--- config.mk ---
export PLATFORM = sky130hd
export DESIGN_NAME = wb_stage
export DESIGN_NICKNAME = d
export VERILOG_FILES = /design/src/rtl/wb_stage.sv
export SDC_FILE = /design/constraint.sdc
export NUM_CORES = 1
export LEC_CHECK = 0
export CELL_PAD_IN_SITES_DETAIL_PLACEMENT = 1
export CELL_PAD_IN_SITES_GLOBAL_PLACEMENT = 2
export CORE_MARGIN = 3
export CORE_UTILIZATION = 22
export CTS_BUF_LIST = sky130_fd_sc_hd__clkbuf_2 sky130_fd_sc_hd__clkbuf_4 sky130_fd_sc_hd__clkbuf_8
export CTS_CLUSTER_DIAMETER = 200
export DETAILED_ROUTE_END_ITERATION = 8
export PLACE_DENSITY = 0.87
export SYNTH_ARGS = -nofsm -noshare
export SYNTH_HDL_FRONTEND = slang
export SYNTH_SLANG_ARGS = --single-unit
--- constraint.sdc ---
create_clock -name clock -period 1.6 [get_ports clock]
set_input_delay 0.48 -clock clock [delete_from_list [all_inputs] [get_ports clock]]
set_output_delay 0.48 -clock clock [all_outputs]
set_load 0.1 [all_outputs]
--- src/rtl/wb_stage.sv ---
// Write-back stage of the 16-bit MIPS pipeline: sole driver of the reg_file write port.
// Optional decode-stage bypass is enabled by defining WB_FORWARD_EN.
module wb_stage #(
    parameter int DATA_W  = 16,
    parameter int ADDR_W  = 3,
    parameter int TIMEOUT = 255
) (
    input  logic              clock,
    input  logic              reset,
    input  logic              in_valid,
    output logic              in_ready,
    input  logic              in_is_load,
    input  logic              in_reg_write,
    input  logic [ADDR_W-1:0] in_dest,
    input  logic [DATA_W-1:0] in_alu_result,
    input  logic [DATA_W-1:0] mem_rdata,
    input  logic              mem_ready,
    output logic              rf_write_en,
    output logic [ADDR_W-1:0] rf_write_address,
    output logic [DATA_W-1:0] rf_write_data,
    output logic              stall,
    output logic              timeout_err,
    input  logic [ADDR_W-1:0] fwd_addr_1,
    input  logic [ADDR_W-1:0] fwd_addr_2,
    output logic              fwd_hit_1,
    output logic              fwd_hit_2,
    output logic [DATA_W-1:0] fwd_data_1,
    output logic [DATA_W-1:0] fwd_data_2
);

    typedef enum logic {IDLE, WAIT_MEM} state_t;

    localparam logic [15:0] WAIT_LAST = 16'(TIMEOUT - 1);

    state_t            state;
    state_t            state_nxt;
    logic [15:0]       wait_cnt;
    logic [ADDR_W-1:0] pend_dest;
    logic              pend_wr;
    logic              accept;
    logic              expired;

    assign accept  = in_valid && in_ready;
    assign expired = !mem_ready && (wait_cnt == WAIT_LAST);

    always_ff @(posedge clock) begin
        if (!reset) begin
            state <= IDLE;
        end else begin
            state <= state_nxt;
        end
    end

    always_comb begin
        state_nxt = state;
        case (state)
            IDLE: begin
                if (accept && in_is_load) begin
                    state_nxt = WAIT_MEM;
                end
            end
            WAIT_MEM: begin
                if (mem_ready || expired) begin
                    state_nxt = IDLE;
                end
            end
            default: state_nxt = IDLE;
        endcase
    end

    always_comb begin
        in_ready = (state == IDLE);
        stall    = (state == WAIT_MEM);
    end

    // Address/data only move on a real write; suppressed r0 writes leave them untouched.
    always_ff @(posedge clock) begin
        if (!reset) begin
            rf_write_en      <= 1'b0;
            rf_write_address <= '0;
            rf_write_data    <= '0;
            timeout_err      <= 1'b0;
            wait_cnt         <= '0;
            pend_dest        <= '0;
            pend_wr          <= 1'b0;
        end else begin
            rf_write_en <= 1'b0;
            case (state)
                IDLE: begin
                    if (accept) begin
                        if (in_is_load) begin
                            pend_dest <= in_dest;
                            pend_wr   <= in_reg_write;
                            wait_cnt  <= '0;
                        end else if (in_reg_write && (in_dest != '0)) begin
                            rf_write_en      <= 1'b1;
                            rf_write_address <= in_dest;
                            rf_write_data    <= in_alu_result;
                        end
                    end
                end
                WAIT_MEM: begin
                    if (mem_ready) begin
                        if (pend_wr && (pend_dest != '0)) begin
                            rf_write_en      <= 1'b1;
                            rf_write_address <= pend_dest;
                            rf_write_data    <= mem_rdata;
                        end
                    end else if (expired) begin
                        timeout_err <= 1'b1;
                    end else begin
                        wait_cnt <= wait_cnt + 16'd1;
                    end
                end
                default: ;
            endcase
        end
    end

`ifdef WB_FORWARD_EN
    always_comb begin
        fwd_hit_1  = rf_write_en && (rf_write_address == fwd_addr_1) && (fwd_addr_1 != '0);
        fwd_hit_2  = rf_write_en && (rf_write_address == fwd_addr_2) && (fwd_addr_2 != '0);
        fwd_data_1 = rf_write_data;
        fwd_data_2 = rf_write_data;
    end
`else
    logic unused_fwd;
    assign unused_fwd = ^{fwd_addr_1, fwd_addr_2};

    always_comb begin
        fwd_hit_1  = 1'b0;
        fwd_hit_2  = 1'b0;
        fwd_data_1 = '0;
        fwd_data_2 = '0;
    end
`endif

endmodule
Word-level counts from Yosys, hierarchy flattened
Cells that the tools add are included.
- logic and storage cells: 59
- flip-flop bits (word level): 42
- multiplexer cells: 26
- add/sub/neg operators: 1
- bitwise logic cells: 2
- reductions and logical operators: 13
- eq/ne operators: 9
- operators with widths (cell ; count):
    16-bit two-way mux ; 9
    16-bit case mux with 2 select lines ; 2
    16-bit by 1-bit adder with 16-bit output (second input constant) ; 1
    16-bit by 8-bit equality test with 1-bit output (second input constant) ; 1
    3-bit two-way mux ; 5
    2-bit by 1-bit != test with 1-bit output (second input constant) ; 4
    2-bit != test (second input constant) ; 4
    1-bit two-way mux ; 7
    3-bit case mux with 2 select lines ; 1
    3-bit AND reduction ; 2
    3-bit nonzero test ; 2
    1-bit logical AND ; 5
    5-bit AND reduction ; 1
    1-bit case mux with 2 select lines ; 2
    4-bit AND reduction ; 1
    1-bit NOT ; 2
    1-bit logical NOT ; 1
    1-bit logical OR ; 1

Logic depth before layout (Yosys ltp)
Gate-level depths: netlist (run 1).
- word-level depth: 6
- depth in mapped cells: 7
- depth with buffers taken out: 6

Worst setup path before layout (run 1)
OpenSTA, ideal clock, no wires.
- kind: reg2reg
- start: reg state (netlist: stall)
- end: reg wait_cnt[14]
- library setup time: 0.091 ns
- buffers on the path: 3
- period minus slack after synthesis: 2.480 ns
- setup slack: -0.880 ns
- required time: 1.509 ns
- arrival time: 2.389 ns
- stages on the path, launching flop included: 8
- cells stage by stage: dfxtp_1 buf_2 inv_2 and3_1 clkbuf_1 or2_1 buf_2 a311oi_1
- word-level cells in the longest chain between the ends: 4
- elaborated cells between the ends (all ways): 8
- ends and longest elaborated chain (element ; line ; source):
    from (decl) ; 35 ; state_t state;
    from (signal assigned) ; 50 ; state <= state_nxt;
    1-bit NOT (no source line) * ; - ;
    named net in_ready ; 11 ; output logic in_ready,
    1-bit logical AND ; 43 ; assign accept = in_valid && in_ready;
    2-bit by 1-bit != test with 1-bit output (no source line) ; - ;
    4-bit AND reduction (no source line) ; - ;
    to (signal assigned) ; 112 ; wait_cnt <= wait_cnt + 16'd1;
    to (decl) ; 37 ; logic [15:0] wait_cnt;
Mark *: on every way through the listed nets, which the timed path passes. The rest lies on a longest branch.
A chain may end at the register's enable or synchronous reset.

Worst setup path in the final report (run 1)
- start: reg wait_cnt[0]
- end: reg wait_cnt[14]
- word-level cells in the longest chain between the ends: 4
- elaborated cells between the ends (all ways): 8
- ends and longest elaborated chain (element ; line):
    16-bit by 1-bit adder with 16-bit output / 16-bit by 8-bit equality test with 1-bit output (equally long branches) ; 112, 44
    16-bit two-way mux / 1-bit logical AND (equally long branches) ; 109, 44
    16-bit two-way mux / 2-bit != test (equally long branches) ; -
    16-bit case mux with 2 select lines / 4-bit AND reduction (equally long branches) ; -
Several ways; a longest one is shown, not always the timed one. The select of a mux whose other input is x is not followed.

==> impl_metrics.toml, run 1 <==
[outcome]
outcome = "finished with violations"
violations = "setup timing"

[detailed_routing]
route.detailed.drc = 0
vias_per_cell = 4.707
vias = 2443
first_pass_iters = 6
drt_iter0_markers = 154
drtAntennaViolNets = 0
wl_um = 8403
drt-wirelength-per-cell_um = 16.19

[setup_path]
crit_fanout = 8
worstPathArrival_ns = 2.04
r2r-start = "wait_cnt[0]"
path_class = "reg2reg"
end_kind = "register"
rr_endpoint = "wait_cnt[14]"
worstRegToRegCells = 7
timing.reg2reg.setup_slack_ns = -0.23
startpoint_type = "register"
cp.required_ns = 1.81

[cts]
clk_latency_ns = 0.30
cts_max_level = 2
cts.sinks = 42
cts_hold_buf = 0
cts_tree = "done"
numCtsBuffers = 5
cts-root-buf = "clkbuf_8"
clock_path_buffers = 2
path_clk_slew_ns = 0.08

[placed_design]
place_inst = 503
placed_cell_area_mm2 = 0.003620
place_congestion = 0.8656
numPortBuffers = 63
dpl.hpwl_um = 5879

[worst_hold_path]
hold_class = "reg2reg"
hold-path-cell-count = 2
hold_end = "pend_wr"
min_from = "pend_wr"

[global_route]
antenna_found_initial = 0
grt_max_degree = 25
grt_pass1_wl_um = 12900
grt_pass1_vias = 2508
overflow = 0
track_usage_pct = 13.75

[run]
maxCapViolations = 0

[floorplanning]
rows = 37
ioPinCount = 104
core_mm2 = 0.01037
die_y_um = 109.5
initial_core_util_pct = 22.74
dieWidth_um = 109.5
die-area_mm2 = 0.01200

[sta]
rsz0062_at_grt = "yes"
fmax_mhz = 547.9
setup_ws_ns = -0.2250
setup_viol = 14
finClkSkew_ns = 0.009970
fin_crit_ns = 1.825
finalCritPeriodShare_pct = 114.1
timing.setup.tns_ns = -2.367
tightest_slew_ns = 0.5016
maxSlewHeadroom_pct = 66.30
final-hold-violation-count = 0
drv_slew = 0

[yosys]
synth_seq_area_share_pct = 35.65
ys.flop_type = "dfxtp_1"
netlist_instances = 272
async_reset_ff_share_pct = 0
synth.distinct_cells = 50
ys_warn_count = 0
syn_avg_cell_area_um2 = 8.671
synth-edff-count = 0
synth-seq-cells = 42
syn_area_mm2 = 0.002359

[cells_and_area]
nNetsFinal = 431
mostFrequentLayoutCells = "buf_4 (49), dfxtp_1 (38), conb_1 (34), clkdlybuf4s50_1 (33), buf_12 (26)"
diodes = 0
syn2layout_area_growth_pct = 70.50
stdcell_area_mm2 = 0.004021
instances_no_fill = 519
fin_util_pct = 38.78
drive_gt1_share_pct = 35.51
final_common_cell = "buf_4"

[power_and_ir_drop]
p_per_area_mw_per_mm2 = 715.8
leakagePower_uw = 0.001523
finalPower_uw = 2878
peakVddDrop_mv = 0.3859
-- metrics by stage --
step	worst slack (ns)	hold slack [ns]
after floorplan	-0.1106	0.4366
after global placement	-0.4855	0.4451
after detailed placement	-0.5629	0.4563
after CTS	-0.2275	0.4796
after global routing	-0.3169	0.5137
final	-0.2250	0.4775
-- worst max-delay path, cell delays in order, from the launching register on --
cell,delay (ns)
dfxtp_2,0.33
inv_2,0.07
ha_4,0.13
nor4b_4,0.29
a41oi_4,0.19
buf_4,0.19
or2_4,0.29
a311oi_2,0.24
-- cell families (layout without fill, tap and decap cells) --
logic type / Yosys count / after routing / synth area share (%)
adder cells (fa/ha/maj): 2 / 2 / 1.061
other: 1 / 34 / 0.1590
AO/OA/AOI/OAI: 56 / 56 / 17.08
buffers and inverters: 58 / 136 / 15.12
multiplexers: 20 / 20 / 8.541
flip-flops: 42 / 42 / 35.65
AND/OR/NAND/NOR: 93 / 93 / 22.39
-- registers in the layout, indices dropped and copies added, names as in the netlist --
signal and cells:
pend_dest 3, timeout_err 1, pend_wr 1, stall 1, rf_write_data 16, rf_write_address 3
rf_write_en 1, wait_cnt 16
-- layout make-up --
| type | instances | area [um^2] |
|---|---|---|
| tap | 136 | 170.2 |
| multi-input combinational | 205 | 1479 |
| timing repair buffer | 121 | 1391 |
| inverter | 7 | 42.54 |
| clock buffer | 6 | 76.32 |
| fill | 1187 | 6349 |
| sequential | 42 | 848.3 |
| clock inverter | 2 | 13.76 |
-- power by group --
group / switching [uW] / leakage [uW] / internal, uW / total (uW)
combinational: 731 / 0.00113 / 315 / 1050
clock: 394 / 0.0000486 / 326 / 719
sequential: 36.6 / 0.000343 / 1080 / 1110
total: 1160 / 0.00152 / 1720 / 2880
-- how the worst max path moves through the flow --
stage / endpoint / start / slack [ns] / depth (start not counted)
floorplan: wait_cnt[14] / stall / -0.11 / 7
global placement: wait_cnt[11] / mem_ready / -0.49 / 6
detailed placement: wait_cnt[11] / mem_ready / -0.56 / 6
CTS: wait_cnt[13] / wait_cnt[0] / -0.23 / 7
global route: wait_cnt[15] / wait_cnt[0] / -0.32 / 7
finish: wait_cnt[14] / wait_cnt[0] / -0.23 / 7
-- Yosys cell counts (all sizes together) (3+ instances only) --
library cell | instances | share of area [%]
nand4 | 8 | 2.8
o21ai | 6 | 1.3
inv | 7 | 1.1
nor4 | 4 | 1.1
dfxtp | 42 | 36
o211ai | 5 | 1.6
nand2 | 16 | 2.5
nor3 | 5 | 1.1
nand3b | 4 | 1.3
clkbuf | 11 | 1.8
or3 | 3 | 1.0
nand4b | 3 | 1.1
a211oi | 20 | 6.4
nor2 | 25 | 4.0
a31oi | 8 | 2.1
or4 | 4 | 1.4
nand3 | 8 | 1.7
a21oi | 7 | 1.5
a311oi | 3 | 1.6
buf | 40 | 12
mux2i | 19 | 8.1
-- routing by layer --
metal  global-route usage, %  vias to the layer above  share of wire, %
li1                        -                     1146                 -
met1                   15.47                     1177                39
met2                   25.02                      106                52
met3                   3.288                       14               7.3
met4                   5.076                        0               1.6
met5                       0                        -                 0
-- repair_timing --
action	in CTS	in global routing
cloned	2	0
pin swaps	15	9
endpoints found under the setup margin	35	37
resized for setup	29	23
endpoints found under the hold margin	0	0
setup buffers	5	4
Note: power is estimated with default switching activity, not from simulation.
==> inputs of run 2 (changes only) <==
--- a/config.mk
+++ b/config.mk
@@ -9,7 +9,7 @@
 export CELL_PAD_IN_SITES_GLOBAL_PLACEMENT = 2
 export CORE_MARGIN = 3
 export CORE_UTILIZATION = 22
-export CTS_BUF_LIST = sky130_fd_sc_hd__clkbuf_2 sky130_fd_sc_hd__clkbuf_4 sky130_fd_sc_hd__clkbuf_8
+export CTS_BUF_LIST = sky130_fd_sc_hd__clkbuf_4
 export CTS_CLUSTER_DIAMETER = 200
 export DETAILED_ROUTE_END_ITERATION = 8
 export PLACE_DENSITY = 0.87
==> run 2 against run 1 <==
  * The flow still finishes with violations (setup timing)
  * Routed wire length about the same
  * Core utilization is 0.072 points lower
  * Clock-buffer cell count unchanged
==> impl_metrics.toml, run 2 (synthesis results as in run 1) <==
[sta]
finClkSkew_ns = 0.01582
fmax_mhz = 542.2
setup_viol = 16
finalCritPeriodShare_pct = 115.3
setup_ws_ns = -0.2445
drv_slew = 0
fin_crit_ns = 1.844
rsz0062_at_grt = "yes"
final-hold-violation-count = 0

[power_and_ir_drop]
leakagePower_uw = 0.001500
peakVddDrop_mv = 0.2518
finalPower_uw = 2742
p_per_area_mw_per_mm2 = 683.0

[global_route]
grt_max_degree = 25
overflow = 0
grt_pass1_vias = 2548
track_usage_pct = 13.75
grt_pass1_wl_um = 12880
antenna_found_initial = 0

[floorplanning]
die_y_um = 109.5
dieWidth_um = 109.5
ioPinCount = 104
rows = 37
die-area_mm2 = 0.01200
core_mm2 = 0.01037
initial_core_util_pct = 22.74

[cts]
cts_tree = "done"
cts-root-buf = "clkbuf_4"
cts.sinks = 42
clk_latency_ns = 0.37
cts_max_level = 2
clock_path_buffers = 2
numCtsBuffers = 5
path_clk_slew_ns = 0.12
cts_hold_buf = 0

[setup_path]
startpoint = "wait_cnt[0]"
cp_slowest_cell = "dfxtp_2"
end_kind = "register"
rr_endpoint = "wait_cnt[6]"
crit_fanout = 8
worstRegToRegCells = 8
r2r-start = "wait_cnt[0]"
worstPathArrival_ns = 2.13
timing.reg2reg.setup_slack_ns = -0.24
startpoint_type = "register"
max_stage_delay_ns = 0.34
path_class = "reg2reg"
worstSetupEndpoint = "wait_cnt[6]"
path_cells = "inv_2, ha_4, nor4b_4, a41oi_4, buf_4, or2_4, buf_12, a311oi_2"
cp.required_ns = 1.88

[cells_and_area]
largestRegisters = "rf_write_data x16, wait_cnt x16"
syn2layout_area_growth_pct = 70.19
fin_util_pct = 38.71
fillerInstances = 1190
stdcell_area_mm2 = 0.004014
final_common_cell = "buf_4"
diodes = 0
mostFrequentLayoutCells = "buf_4 (49), dfxtp_1 (39), clkdlybuf4s50_1 (36), conb_1 (34), buf_12 (25)"
nNetsFinal = 433
drive_gt1_share_pct = 34.81

[placed_design]
place_congestion = 0.8656
placed_cell_area_mm2 = 0.003620
numPortBuffers = 63
dpl.hpwl_um = 5879

[worst_hold_path]
hold_class = "reg2reg"

[outcome]
outcome = "finished with violations"
violations = "setup timing"

[detailed_routing]
wl_um = 8402
route.detailed.drc = 0
vias_per_cell = 4.631
drt_iter0_markers = 132
drt-wirelength-per-cell_um = 16.13
vias = 2413
first_pass_iters = 4
drtAntennaViolNets = 0

[run]
maxCapViolations = 0
[run 2: changes by cell type in the layout (fill, tap and decap cells not counted), moves of 2 or more]
cell	before	now
clkbuf_4	1	6
clkbuf_8	5	0
dlymetal6s2s_1	3	0
buf_6	4	6
clkdlybuf4s50_1	33	36
[run 2: repair_timing]
| action | in CTS | in global routing |
|---|---|---|
| resized for setup | 30 | 17 |
| endpoints found under the setup margin | 36 | 32 |
| cloned | 3 | 0 |
| pin swaps | 15 | 12 |
| setup buffers | 6 | 5 |
[run 2: per-stage QoR]
step	setup TNS, ns	hold WS (ns)	instances	setup WS, ns
floorplan	-0.9195	0.4366	305	-0.1106
global placement	-14.00	0.4451	503	-0.4855
detailed placement	-16.05	0.4563	503	-0.5629
CTS	-2.014	0.4860	519	-0.2245
global route	-3.735	0.5196	521	-0.3000
finish	-2.699	0.4830	521	-0.2445
[run 2: worst max-delay path: cells and delay by family (launching register included)]
kind                       cells  cell delay [ns]
AOI/OAI and AO/OA              2             0.37
adders and majority gates      1             0.12
buffers and inverters          3             0.40
DFF                            1             0.34
and+or+nand+nor                2             0.53
[run 2: power by group]
part | internal [uW] | switching [uW]
Combinational | 326 | 736
Clock | 190 | 376
Sequential | 1080 | 34.7
[run 2: final cells by class]
| type | instances | area, um^2 | share of cell area [%] |
|---|---|---|---|
| flip-flops and latches | 42 | 847.1 | 21.10 |
| clock inverters | 2 | 13.76 | 0.3429 |
| repair buffers | 123 | 1419 | 35.35 |
| clock buffers | 6 | 45.04 | 1.122 |
| inverters | 7 | 42.54 | 1.060 |
| multi-input cells | 205 | 1476 | 36.78 |
| well taps | 136 | 170.2 | 4.239 |
[run 2: metal layers]
layer / wire length, um / part of all wire (%) / global-route usage (%) / vias up
met3: 512 / 6.1 / 3.288 / 12
met1: 3296 / 39 / 15.05 / 1167
met2: 4443 / 53 / 25.37 / 82
li1: - / - / - / 1152
met5: 0 / 0 / 0 / -
met4: 150 / 1.8 / 5.343 / 0
[run 2: worst min-delay path by stage]
stage	start	end	cells after the start
floorplan	pend_wr	pend_wr	2
global placement	pend_wr	pend_wr	2
detailed placement	pend_wr	pend_wr	2
CTS	pend_wr	pend_wr	2
global route	pend_wr	pend_wr	2
finish	pend_wr	pend_wr	2
==> inputs of run 3 (changes only) <==
--- a/config.mk
+++ b/config.mk
@@ -12,7 +12,9 @@
 export CTS_BUF_LIST = sky130_fd_sc_hd__clkbuf_4
 export CTS_CLUSTER_DIAMETER = 200
 export DETAILED_ROUTE_END_ITERATION = 8
+export GPL_ROUTABILITY_DRIVEN = 0
 export PLACE_DENSITY = 0.87
+export SKIP_CTS_REPAIR_TIMING = 1
 export SYNTH_ARGS = -nofsm -noshare
 export SYNTH_HDL_FRONTEND = slang
 export SYNTH_SLANG_ARGS = --single-unit
==> run 3 against run 2 <==
  * Routed wire length rose by 1.7%
  * The flow still finishes with violations (setup timing)
  * First-iteration DRC count rose by 15%
  * Flip-flop and latch count unchanged
  * Critical endpoint is now wait_cnt[13]
  * Via count is 0.62% lower
  * Worst hold slack lost 0.030 ns
  * Sequential share of layout area grew 0.099 points
  * Clock power barely moved
  * Critical path type unchanged
  * Die area is the same
  * Non-clock buffer count fell by 1
==> impl_metrics.toml, run 3 (synthesis results as in run 1) <==
[worst_hold_path]
hold-path-cell-count = 3
hold_class = "in2reg"

[placed_design]
dpl.hpwl_um = 5879
numPortBuffers = 63
pre_cts_slack_ns = -0.5629

[cts]
cts_tree = "done"
numCtsBuffers = 5
clk_latency_ns = 0.37
cts-root-buf = "clkbuf_4"
clock_path_buffers = 2
cts.sinks = 42
path_clk_slew_ns = 0.15
cts_max_level = 2

[setup_path]
end_kind = "register"
cp.required_ns = 1.90
path_class = "reg2reg"
crit_buf_inv = 2
path_cells = "inv_2, ha_4, nor4b_4, a41oi_4, buf_6, or3_4, o211ai_1"
startpoint_type = "register"
worst-path-stages = 7
crit_fanout = 5
max_stage_delay_ns = 0.37
worstRegToRegCells = 7
cp_slowest_cell = "or3_4"
worstPathArrival_ns = 2.17
critPathTopFamily = "simple AND/OR/NAND/NOR gates"

[cells_and_area]
syn2layout_area_growth_pct = 69.39
final_common_cell = "buf_4"
mostFrequentLayoutCells = "buf_4 (51), dfxtp_1 (39), clkdlybuf4s50_1 (36), conb_1 (34), nor2_1 (25)"
fillerInstances = 1181
drive_gt1_share_pct = 35.16
nNetsFinal = 432
diodes = 0
fin_util_pct = 38.53
largestRegisters = "rf_write_data x16, wait_cnt x16"

[detailed_routing]
vias = 2398
first_pass_iters = 4
vias_per_cell = 4.612
wl_um = 8546
drt-wirelength-per-cell_um = 16.43
drtAntennaViolNets = 0
drt_iter0_markers = 152
route.detailed.drc = 0

[sta]
setup_ws_ns = -0.2633
setup_viol = 17
finalCritPeriodShare_pct = 116.5
hold_ws_ns = 0.4528
fin_crit_ns = 1.863
fmax_mhz = 536.7
final-hold-violation-count = 0
rsz0062_at_grt = "yes"
finClkSkew_ns = 0.02351
drv_slew = 0
timing.setup.tns_ns = -2.987

[floorplanning]
dieWidth_um = 109.5
die-area_mm2 = 0.01200
core_mm2 = 0.01037
ioPinCount = 104
initial_core_util_pct = 22.74
die_y_um = 109.5
rows = 37

[power_and_ir_drop]
p_per_area_mw_per_mm2 = 683.5
peakVddDrop_mv = 0.3148
leakagePower_uw = 0.001498

[run]
maxCapViolations = 0

[outcome]
violations = "setup timing"
outcome = "finished with violations"

[global_route]
overflow = 0
grt_pass1_wl_um = 11670
track_usage_pct = 12.25
antenna_found_initial = 0
grt_max_degree = 40
grt_pass1_vias = 2371
[run 3: cell types whose count changed in the layout (fill, tap and decap cells not counted), moves of 2 or more]
cell | before | now
buf_6 | 6 | 4
buf_4 | 49 | 51
a211oi_1 | 13 | 10
dlymetal6s2s_1 | 0 | 4
clkbuf_16 | 0 | 3
buf_16 | 2 | 0
dlygate4sd2_1 | 4 | 0
a211oi_2 | 7 | 9
[run 3: through the flow]
| step | power (uW) | area [um^2] | instances |
|---|---|---|---|
| global route | 2833 | 3995 | 520 |
| floorplan | 1885 | 2554 | 305 |
| detailed placement | 2132 | 3620 | 503 |
| finish | 2731 | 3995 | 520 |
| CTS | 2698 | 3679 | 511 |
| global placement | 2119 | 3620 | 503 |
[run 3: final cells by class]
class / count / area [um^2] / share of cell area (%)
Multi-Input combinational cell: 205 / 1483 / 37.11
Timing Repair Buffer: 122 / 1394 / 34.89
Sequential cell: 42 / 847.1 / 21.20
Tap cell: 136 / 170.2 / 4.259
Clock buffer: 6 / 45.04 / 1.127
Inverter: 7 / 42.54 / 1.065
Clock inverter: 2 / 13.76 / 0.3445
[run 3: worst min-delay path, stage by stage]
cell and delay [ns]:
dlymetal6s2s_1 0.17, nand2_1 0.07, a21oi_1 0.05
[run 3: power by group]
group	internal [uW]	leakage, uW	switching, uW
clock network	190	0.0000356	373
logic	315	0.00112	737
registers	1080	0.000343	37.9
[run 3: routing by layer]
| metal | vias up | global-route usage [%] | share of wire (%) |
|---|---|---|---|
| met3 | 14 | 3.347 | 7.3 |
| met4 | 0 | 3.740 | 1.8 |
| met2 | 96 | 22.10 | 51 |
| li1 | 1147 | - | - |
| met5 | - | 0 | 0 |
| met1 | 1141 | 13.97 | 40 |
[run 3: final timing paths]
path	startpoint	end	slack, ns
worst max-delay path	wait_cnt[0]	wait_cnt[13]	-0.26
worst min-delay path	in_reg_write	pend_wr	0.45
worst max register to register	wait_cnt[0]	wait_cnt[13]	-0.26
worst min register to register	pend_wr	pend_wr	0.47
